--- src/rtl/sha256_digest_reader_if.sv ---
// Word-stream handshake between the digest reader and a word-wide sink.
// The master drives the word, its index and the last flag; the slave
// drives back-pressure.
interface sha256_digest_reader_if #(
  parameter int WORD_BITS = 32
);
  logic                 out_valid;
  logic                 out_ready;
  logic [WORD_BITS-1:0] out_data;
  logic [2:0]           out_index;
  logic                 out_last;

  modport master (
    output out_valid,
    output out_data,
    output out_index,
    output out_last,
    input  out_ready
  );

  modport slave (
    input  out_valid,
    input  out_data,
    input  out_index,
    input  out_last,
    output out_ready
  );
endinterface

--- src/rtl/sha256_digest_reader.sv ---
// SHA-256 digest reader: captures the core's digest on trigger and streams it
// out H0 first as NUM_WORDS words over valid/ready. A one-deep pending buffer
// absorbs a digest that arrives while another is streaming; a digest that
// finds both registers occupied is dropped and flagged in sticky overflow.
module sha256_digest_reader #(
  parameter  int WORD_BITS   = 32,
  parameter  int DIGEST_BITS = 256,
  localparam int NUM_WORDS   = DIGEST_BITS / WORD_BITS
) (
  input  logic                   clk,
  input  logic                   reset_n,
  input  logic                   trigger,
  input  logic [DIGEST_BITS-1:0] H_in,
  sha256_digest_reader_if.master out_if,
  output logic                   busy,
  output logic                   overflow,
  output logic [15:0]            digest_count
);

  localparam logic [2:0] LAST_IDX = 3'(NUM_WORDS - 1);

  typedef enum logic [0:0] {
    IDLE = 1'b0,
    SEND = 1'b1
  } state_t;

  state_t                 state_reg, state_next;
  logic [DIGEST_BITS-1:0] active_reg, active_next;
  logic [DIGEST_BITS-1:0] pending_reg, pending_next;
  logic                   p_full_reg, p_full_next;
  logic [2:0]             idx_reg, idx_next;
  logic                   overflow_reg, overflow_next;
  logic [15:0]            count_reg, count_next;

  logic                   sending;
  logic                   beat;
  logic                   final_beat;

  // Active register sliced into words, H0 (the most significant) at index 0.
  logic [WORD_BITS-1:0]   words [NUM_WORDS];

  generate
    for (genvar gi = 0; gi < NUM_WORDS; gi++) begin : g_word
      assign words[gi] = active_reg[DIGEST_BITS-1-WORD_BITS*gi -: WORD_BITS];
    end
  endgenerate

  assign sending    = (state_reg == SEND);
  assign beat       = sending && out_if.out_ready;
  assign final_beat = beat && (idx_reg == LAST_IDX);

  // Outputs decode registers only; out_ready and trigger never reach them
  // combinationally, so the word is stable for the whole of a stall.
  assign out_if.out_valid = sending;
  assign out_if.out_data  = words[idx_reg];
  assign out_if.out_index = idx_reg;
  assign out_if.out_last  = sending && (idx_reg == LAST_IDX);
  assign busy             = sending || p_full_reg;
  assign overflow         = overflow_reg;
  assign digest_count     = count_reg;

  // State and datapath registers; reset clears everything immediately.
  always_ff @(posedge clk or negedge reset_n) begin
    if (!reset_n) begin
      state_reg    <= IDLE;
      active_reg   <= '0;
      pending_reg  <= '0;
      p_full_reg   <= 1'b0;
      idx_reg      <= '0;
      overflow_reg <= 1'b0;
      count_reg    <= '0;
    end else begin
      state_reg    <= state_next;
      active_reg   <= active_next;
      pending_reg  <= pending_next;
      p_full_reg   <= p_full_next;
      idx_reg      <= idx_next;
      overflow_reg <= overflow_next;
      count_reg    <= count_next;
    end
  end

  // Next-state logic: capture, word advance, pending hand-over and drops.
  always_comb begin
    state_next    = state_reg;
    active_next   = active_reg;
    pending_next  = pending_reg;
    p_full_next   = p_full_reg;
    idx_next      = idx_reg;
    overflow_next = overflow_reg;
    count_next    = count_reg;

    unique case (state_reg)
      IDLE: begin
        // The pending buffer is always empty here, so a capture goes
        // straight into the active register.
        if (trigger) begin
          active_next = H_in;
          idx_next    = '0;
          state_next  = SEND;
        end
      end

      SEND: begin
        if (final_beat) begin
          count_next = count_reg + 16'd1;
          idx_next   = '0;
          if (p_full_reg) begin
            // Pending digest goes next; a coincident trigger refills the
            // slot it just vacated, so nothing is lost.
            active_next = pending_reg;
            if (trigger) begin
              pending_next = H_in;
            end else begin
              p_full_next  = 1'b0;
            end
          end else if (trigger) begin
            // Back-to-back with no idle cycle.
            active_next = H_in;
          end else begin
            state_next = IDLE;
          end
        end else begin
          if (beat) begin
            idx_next = idx_reg + 3'd1;
          end
          if (trigger) begin
            if (!p_full_reg) begin
              pending_next = H_in;
              p_full_next  = 1'b1;
            end else begin
              overflow_next = 1'b1;
            end
          end
        end
      end

      default: begin
        state_next = IDLE;
      end
    endcase
  end

endmodule
--- src/flat_wrapper.sv ---
// flat-port wrapper written by rule: the top's interface ports become plain ports
module sha256_digest_reader_flat 
#(
  parameter  int WORD_BITS   = 32,
  parameter  int DIGEST_BITS = 256,
  localparam int NUM_WORDS   = DIGEST_BITS / WORD_BITS
)
  (clk, reset_n, trigger, H_in, busy, overflow, digest_count, out_if_out_valid, out_if_out_data, out_if_out_index, out_if_out_last, out_if_out_ready);
  sha256_digest_reader_if #(.WORD_BITS(WORD_BITS)) out_if_i ();
  input  logic clk;
  input  logic reset_n;
  input  logic trigger;
  input  logic [DIGEST_BITS-1:0] H_in;
  output logic busy;
  output logic overflow;
  output logic [15:0] digest_count;
  output wire logic [$bits(out_if_i.out_valid)-1:0] out_if_out_valid;
  output wire logic [$bits(out_if_i.out_data)-1:0] out_if_out_data;
  output wire logic [$bits(out_if_i.out_index)-1:0] out_if_out_index;
  output wire logic [$bits(out_if_i.out_last)-1:0] out_if_out_last;
  input wire logic [$bits(out_if_i.out_ready)-1:0] out_if_out_ready;
  assign out_if_out_valid = out_if_i.out_valid;
  assign out_if_out_data = out_if_i.out_data;
  assign out_if_out_index = out_if_i.out_index;
  assign out_if_out_last = out_if_i.out_last;
  assign out_if_i.out_ready = out_if_out_ready;
  sha256_digest_reader #(.WORD_BITS(WORD_BITS), .DIGEST_BITS(DIGEST_BITS)) u_core (.clk(clk), .reset_n(reset_n), .trigger(trigger), .H_in(H_in), .out_if(out_if_i), .busy(busy), .overflow(overflow), .digest_count(digest_count));
endmodule
--- config.mk ---
export PLATFORM = sky130hd
export DESIGN_NAME = sha256_digest_reader_flat
export DESIGN_NICKNAME = d
export VERILOG_FILES = /design/src/rtl/sha256_digest_reader_if.sv /design/src/rtl/sha256_digest_reader.sv /design/src/flat_wrapper.sv
export SDC_FILE = /design/constraint.sdc
export NUM_CORES = 1
export LEC_CHECK = 0
export BUFFER_PORTS_ARGS = -buffer_cell sky130_fd_sc_hd__buf_2
export CAP_MARGIN = 15
export CORE_MARGIN = 5
export CORE_UTILIZATION = 58
export DETAILED_ROUTE_END_ITERATION = 12
export PLACE_DENSITY = 0.8
export SETUP_SLACK_MARGIN = 0.1
export SLEW_MARGIN = 20
export SYNTH_ARGS = -nofsm -noshare
export SYNTH_HDL_FRONTEND = slang
export SYNTH_SLANG_ARGS = --single-unit
export TNS_END_PERCENT = 10
--- constraint.sdc ---
create_clock -name clk -period 3.25 [get_ports clk]
set_input_delay 0.975 -clock clk [delete_from_list [all_inputs] [get_ports clk]]
set_output_delay 0.975 -clock clk [all_outputs]
set_load 0.03 [all_outputs]
==> results of run 1 <==
## logic make-up (layout without fill, tap and decap cells)
kind of cell / count (synthesis) / count (layout)
flip-flops: 534 / 534
buffers and inverters: 162 / 471
XOR/XNOR: 16 / 16
multiplexers: 355 / 355
adder cells (fa/ha/maj): 3 / 3
AND/OR/NAND/NOR: 297 / 297
other: 0 / 19
AO/OA/AOI/OAI: 519 / 519
## power by group through the flow
stage | clock [mW] | sequential [mW] | combinational (mW)
after floorplan | 0 | 11.2 | 8.16
after global placement | 0 | 11.9 | 10.3
after detailed placement | 0 | 12.0 | 10.6
after CTS | 6.61 | 12.0 | 11.5
after global routing | 6.90 | 12.4 | 12.4
final | 6.55 | 12.1 | 11.7
## per-layer routing
metal	vias to the layer above	track usage, %	wire length, um
li1	7480	-	-
met1	9185	37.4	26900
met2	730	49.8	35600
met3	166	5.94	4710
met4	16	12.5	2830
met5	-	0	99
## placed cells by master (no fill, tap or decap), drive strengths merged, types with 2 or more instances in the layout
master    Yosys  final
dfrtp       534    534
mux4         64     64
diode         0     19
bufinv        0      5
nand4         3      3
nand3        11     11
buf         106    368
ha            3      3
xor2          6      6
clkbuf       56     80
xnor2        10     10
nor2        262    262
a21oi       260    260
clkinv        0     14
nand2        10     10
nor4          2      2
mux2        290    290
and3          3      3
and4          2      2
clkinvlp      0      3
o22ai       256    256
## timing repair
action | CTS | global route
setup buffers | 7 | 0
endpoints found under the hold margin | 0 | 0
gates resized for setup | 85 | 6
endpoints found under the setup margin | 33 | 33
pin swaps | 0 | 0
gates cloned | 5 | 2
## worst paths after layout
check | to | slack [ns] | depth (start not counted) | from
min in group clk | u_core.digest_count[15]$_DFFE_PN0P_ | 0.47 | 1 | u_core.digest_count[15]$_DFFE_PN0P_
max | out_if_out_data[27] | -0.21 | 6 | u_core.out_if.out_index[0]$_DFFE_PN0P_
min | u_core.active_reg[92]$_DFFE_PN0P_ | 0.31 | 1 | reset_n
min reg2reg | u_core.digest_count[15]$_DFFE_PN0P_ | 0.47 | 1 | u_core.digest_count[15]$_DFFE_PN0P_
max in group asynchronous | u_core.active_reg[34]$_DFFE_PN0P_ | 2.01 | 2 | reset_n
max reg2reg | u_core.pending_reg[103]$_DFFE_PN0P_ | 0.29 | 10 | u_core.out_if.out_index[0]$_DFFE_PN0P_
## per-stage QoR
step / utilization [%] / cell area [um^2] / power (mW) / setup slack, ns
global route: 69.9 / 28700 / 31.7 / -0.237
CTS: 69.6 / 28600 / 30.1 / -0.198
finish: 69.9 / 28700 / 30.3 / -0.210
detailed placement: 63.9 / 26200 / 22.6 / 0.309
floorplan: - / 24100 / 19.4 / 0.273
global placement: 63.9 / 26200 / 22.1 / 0.322
## area by class of cell
type / instances / area (um^2) / share of cell area (%)
timing repair buffer: 371 / 2700 / 9.42
sequential: 534 / 13400 / 46.6
clock inverter: 22 / 246 / 0.859
multi-input combinational: 1190 / 10000 / 34.9
antenna: 19 / 47.5 / 0.166
clock buffer: 78 / 1640 / 5.70
tap: 532 / 666 / 2.32
==> impl_summary.md, run 1 <==
Outcome
The flow ran to the end, but the final reports show violations. The checks that failed: negative setup slack.

Pwr
Of the total power, the clock network draws a little over a fifth. The analysis attributes to net switching a power of 10.1 mW. The total power divided by cell area is 1060 nW/um^2. The switching fraction of total power is roughly a third.

The worst supply voltage drop on vdd is about 0.72 mV. The fraction of power consumed by sequential logic is roughly 40%. The analysis attributes to cell leakage a power of 12.7 nW.

The internal power contribution is slightly above 20 mW. The power share of the combinational group is 38.5%.

Synthesis
The synthesized netlist devotes 0.156% of its cell area to adder and majority cells. The Yosys warning count is 0. After synthesis, the share of cell area in mux cells is a little under a quarter.

The cell area after synthesis is between 20000 and 25000 um^2. After synthesis, the most frequently instantiated cells are dfrtp_1, nor2_1, a21oi_1. The top-area cell type share of the netlist area is roughly 55%. Sequential elements use about 55% of the synthesized area. The post-synthesis async set-or-reset flop share is 100%. The synthesized design contains 0 enable-type register cells.

By area, the combinational part of the netlist is dominated by multiplexers. The number of distinct library cells after synthesis is 30. The biggest area contributor in the post-synthesis netlist is dfrtp_1. The gate count after technology mapping is ~1900. The most frequently used cell type in the post-synthesis netlist is dfrtp_1. The fraction of the mapped netlist area in compound gates is 12.1%. Of the total synthesized cell area, the portion taken by XOR and XNOR cells is 0.581%. Synthesis produced a netlist with a net count of around 2100. The area share of and/or/nand/nor cells after synthesis is under 10%. Yosys attributes the largest share of cell area to dfrtp_1, mux2_4, o22ai_1, mux4_2, a21oi_1.

In this run, synthesis produced a sequential element count of 534. After synthesis, the mean cell area works out to around 13 um^2. The most used flip-flop cell after synthesis is dfrtp_1.

Placed design
The routability-driven placement congestion ratio is 0.904. Summed over all nets, the half-perimeter wirelength after detailed placement is between 40000 and 50000 um. Buffers placed on the I/O ports in this run total approximately 310. Counting tap cells, the placed design contains a total of ~2600 instances.

Clock network
The clock passes through at most 3 buffers. The post-cts hold buffer count is 0. The number of clock sinks is between 500 and 600. After clock tree synthesis, the clock-pin slew on the worst setup and hold paths is about 0.06 ns. The clock reaches the later pin of the worst-skew pair after 0.60 ns. The CTS tree is built. The number of buffers inserted during clock tree synthesis is 54. CTS placed an instance of clkbuf_16 at the clock tree root.

The total number of H-tree levels is 2.

Route
The initial DRC count is 1691. The post-detailed-routing wire length is 70100 um. After detailed routing, the average wire length per cell comes to between 20 and 30 um. The count of unresolved DRC violations after routing is 0. The number of detailed-routing iterations run before antenna repair is 7.

The via-per-instance ratio is about 6.4. The via count is between 15000 and 20000. Once detail routing completed, the nets flagged for antenna violations numbered 0.

Setup path
The buffer and inverter count on the worst path is 4. The cell with the largest stage delay on the worst path is dfrtp_4. The worst endpoint data arrival time is between 2 and 2.5 ns.

The launching element type of the critical path is a flop. The critical path in this run is classified as reg2out. In this design, the stage delay of the slowest critical-path cell is roughly 0.53 ns.

The signal on the critical path passes through buf_4 -> buf_12 -> clkbuf_16 -> mux4_2 -> mux2_2 -> buf_6. The maximum net fanout on the critical path is 6. The worst setup path is captured at a primary output. The kind of cell with the highest combined delay along the critical path is multiplexers. At the worst endpoint, the required time is 2.27 ns.

Global route
Entering global routing, the biggest net connects 139 pins. The leftover overflow at the end of global routing is 0. The initial antenna violation count is 25.

The number of global-route vias before repair came to between 15000 and 20000. Global routing used approximately 30% of the available tracks. The global-route wire length before repair is around 110000 um.

Timing
The number of hold violations in the final report is 0. The max-slew violation count is 0. Setup violations remaining at the end of the flow were counted as 32.

Across the routed clock network, the largest skew measured is 0.0131 ns. The transition at the pin with the smallest max-transition slack is ~0.80 ns. Across all setup checks in the final design, the least slack found is -0.210 ns. The maximum clock rate is a little under 0.3 GHz. In the finished design, the share of the clock period the worst path needs comes to 106%.

Adding up every negative setup slack in the final design gives -4.80 ns. The worst slew slack as a fraction of its limit is a little under half. The final hold slack is roughly 0.31 ns. The smallest clock period supported by the final layout is computed as ~3.5 ns. Setup repair after global routing could not meet its margin everywhere.

Floorplanning
The total area inside the core boundary comes to ~41000 um^2. The horizontal die dimension is between 200 and 250 um. The number of placement rows is 74. The area enclosed by the die boundary is around 46000 um^2. From bottom edge to top edge, the die measures 214 um. The starting density of the core is about 60%. Pin placement for this block handled around 320 I/O pins.

Cells and area
In the final layout, the share of cells above drive strength 1 is between 30% and 40%. Excluding fillers, the count of instances in the completed layout stands at about 2700. After filler insertion, the fill cell instance count of the layout stands at about 2800.

The final layout net count is 2414. The area growth from synthesis to layout is 18.8%.

Job
The tool flagged a number of max-cap violations equal to 0.

Worst hold path
In this run the worst hold path is classified as in2async.
(Power assumes the default switching activity.)
==> run 2, diff against run 1 <==
--- a/config.mk
+++ b/config.mk
@@ -7,7 +7,6 @@
 export LEC_CHECK = 0
 export BUFFER_PORTS_ARGS = -buffer_cell sky130_fd_sc_hd__buf_2
 export CAP_MARGIN = 15
-export CORE_MARGIN = 5
 export CORE_UTILIZATION = 58
 export DETAILED_ROUTE_END_ITERATION = 12
 export PLACE_DENSITY = 0.8
==> run 2 against run 1 <==
Net effect: the flow still finishes with violations (negative setup slack); combinational power hardly changed; critical path depth fell by 1; via count down 0.55%; fmax is 2.5% higher; sequential share of layout area increased by 0.067 points; clock skew is 0.0064 ns higher; count of clock-buffer cells in the layout rose by 8; sequential power about the same; hold slack better by 0.019 ns; register-to-register slack improved by 0.15 ns.
==> impl_summary.md, run 2 (synthesized netlist as in run 1, its figures left out) <==
Timing
The final worst-path setup slack is -0.125 ns. The total of endpoints with negative setup slack in the final report is 31. Between clock sinks in the finished design, the worst skew comes to roughly 0.02 ns. In the finished design, the share of the clock period the worst path needs comes to 104%. The routed design could run at a clock period as short as approximately 3.4 ns. Setup repair after global routing could not meet its margin everywhere. The worst slew slack as a fraction of its limit is 43.6%. The maximum clock rate is 0.296 GHz.

The setup TNS after final layout is -2.76 ns. The number of hold violations in the final report is 0. The max-slew violation count is 0. For the pin with the worst max-slew slack, the measured transition is between 0.8 and 0.9 ns. The final hold slack is between 0.3 and 0.4 ns.

Placed design
The congestion estimate from routability-driven global placement came to between 0.8 and 0.9. The half-perimeter wire length of the detailed placement result is roughly 44000 um. Timing analysis after detailed placement gives a worst setup slack of ~0.39 ns.

The count of buffers added on input and output ports is 314.

Floorplanning
In this run the horizontal extent of the chip is 206 um. For this configuration, the core starts out at a cell density of slightly below 60%. The area enclosed by the die boundary is 42400 um^2. After floorplanning, the core was divided into 74 placement rows. From bottom edge to top edge, the die measures between 200 and 250 um. The count of boundary I/O pins is around 320. The area of the core region is a little over 40000 um^2.

Route
The post-detailed-routing wire length is 69000 um. The detail route stage leaves a number of antenna-violating nets equal to 0. After detailed routing, the number of vias per cell comes to 6.37. The initial DRC count is around 1500. The via count is around 17000. After detailed routing, the average wire length per cell comes to approximately 25 um. The count of unresolved DRC violations after routing is 0. The number of detailed-routing iterations run before antenna repair is 6.

Pwr
The part of the power in the clock network is a little over a fifth. The total power divided by cell area is 1060 nW/um^2. For this design the static power due to leakage is between 10 and 15 nW. Sequential cells account for around 40% of the total power. The switching power total is ~10 mW. The worst-case IR drop observed on VDD is around 0.7 mV. The internal power of the cells totals 20.2 mW. The total power of the final layout is 30.3 mW. Combinational cells account for around two fifths of the total power. In this run switching power makes up 33.5% of total power.

Global route
The global router's overall resource usage is roughly 32%. The initial antenna violation count is 21. The number of global-route vias before repair came to 18400. The pin count of the biggest net entering global routing is 152. The first global-routing pass estimated ~100000 um of wire. For this run, global-route usage on met1 was measured as just under 40%. In the global route stage, met2 resource usage came out at a little over half. The global routing stage identified its most utilized layer as met2.

Global routing finished with a remaining overflow of 0. For met3 alone, demand over resource in global routing was under 10%.

Clock network
The clock input transition at the sequential cells of the worst setup and hold paths is roughly 0.07 ns. The number of buffers on the longest clock path is 3. TritonCTS built the clock tree. Hold repair after CTS inserted 0 buffers. The root buffer cell is clkbuf_16. The clock drives around 530 sinks. At the later pin of the worst-skew pair, clock insertion delay measures ~0.60 ns.

The H-tree was split into 2 levels. In this run, CTS created clock tree buffers numbering 54.

Setup path
The cell with the largest stage delay on the worst path is mux4_2. Counting both buffers and inverters, the worst setup path holds a total of 3. The cell family contributing the most delay on the critical path is multiplexers.

The longest individual stage delay on the worst path is approximately 0.55 ns. The maximum net fanout on the critical path is 7. The sort of element at the end of the critical path is a primary output. For the worst setup path, the data arrival time is around 2.4 ns. STA puts the critical path data required time at between 2 and 2.5 ns. The worst register-to-register path begins at u_core.out_if.out_index[1]$_DFFE_PN0P_. The worst setup path is launched from a flop. The worst register-to-register path ends at u_core.pending_reg[85]$_DFFE_PN0P_. The critical path crosses 5 cells after its start point. The setup path with the least slack is of type reg2out. Setup slack on the worst reg-to-reg path comes out at around 0.44 ns. Walking the worst path, the cells encountered are buf_12 -> clkbuf_16 -> mux4_2 -> mux2_4 -> buf_6. Measured in cells, the most critical reg-to-reg path has a length of 8.

Job
The count of maximum capacitance violations is 0.

Cells and area
The area growth from synthesis to layout is 18.7%. The share of cells above drive strength 1 is between 30% and 40%. The top cell types in the final layout, fill and taps aside, are dfrtp_1, buf_2, nor2_1. Measured on the finished design, the core utilization comes to about 70%.

The final layout net count is 2413. Leaving out fill and tap cells, the most frequent cell in the layout is dfrtp_1. Counting the fill cells in the layout gives approximately 2700.

Worst hold path
The type of the most critical hold path is in2async.

Outcome
The checks that failed: negative setup slack. The run finished, with violations left.
[run 2: changes by cell type in the layout (fill, tap and decap cells not counted), sizes merged]
cell / delta
clkbuf: +10
clkinv: -5
buf: -2
clkinvlp: -2
bufbuf: -1
bufinv: -1
diode: -1
[run 2: per-stage QoR]
stage | std cells | area [um^2]
5_1_grt | 2739 | 28600
2_1_floorplan | 1886 | 24100
4_1_cts | 2716 | 28300
6_report | 2744 | 28600
3_5_place_dp | 2616 | 26300
3_3_place_gp | 2616 | 26300
[run 2: per-layer routing]
metal / vias to the layer above / routed length (um)
li1: 7498 / -
met1: 9039 / 26000
met2: 746 / 34800
met3: 186 / 4550
met4: 12 / 3520
met5: - / 84
[run 2: how the worst max path moves through the flow]
stage | slack [ns] | start | to
after floorplan | 0.27 | u_core.out_if.out_index[0]$_DFFE_PN0P_ | out_if_out_data[0]
after global placement | 0.42 | u_core.out_if.out_index[1]$_DFFE_PN0P_ | out_if_out_data[26]
after detailed placement | 0.39 | u_core.out_if.out_index[1]$_DFFE_PN0P_ | out_if_out_data[26]
after CTS | -0.17 | u_core.out_if.out_index[0]$_DFFE_PN0P_ | out_if_out_data[18]
after global routing | -0.16 | u_core.out_if.out_index[0]$_DFFE_PN0P_ | out_if_out_data[11]
final | -0.13 | u_core.out_if.out_index[0]$_DFFE_PN0P_ | out_if_out_data[11]
[run 2: timing repair]
item / CTS / global route
endpoints found under the setup margin: 33 / 33
setup buffers: 0 / 4
cloned: 0 / 6
hold endpoints to repair: 0 / 0
gates resized for setup: 67 / 20
[run 2: area by class of cell]
class                      count  area (um^2)  share of cell area [%]
sequential                   534        13400                    46.7
multi-input combinational   1190        10000                    35.0
timing repair buffer         370         2700                    9.42
clock buffer                  86         1680                    5.85
tap                          532          666                    2.32
clock inverter                14          173                   0.603
antenna                       18         45.0                   0.157
[run 2: power groups by stage]
stage	Clock, mW	Combinational (mW)	Sequential [mW]
after global placement	0	10.2	11.9
final	6.50	11.7	12.2
after detailed placement	0	10.6	12.1
after floorplan	0	8.16	11.2
after CTS	6.55	11.3	12.1
after global routing	6.81	12.4	12.4
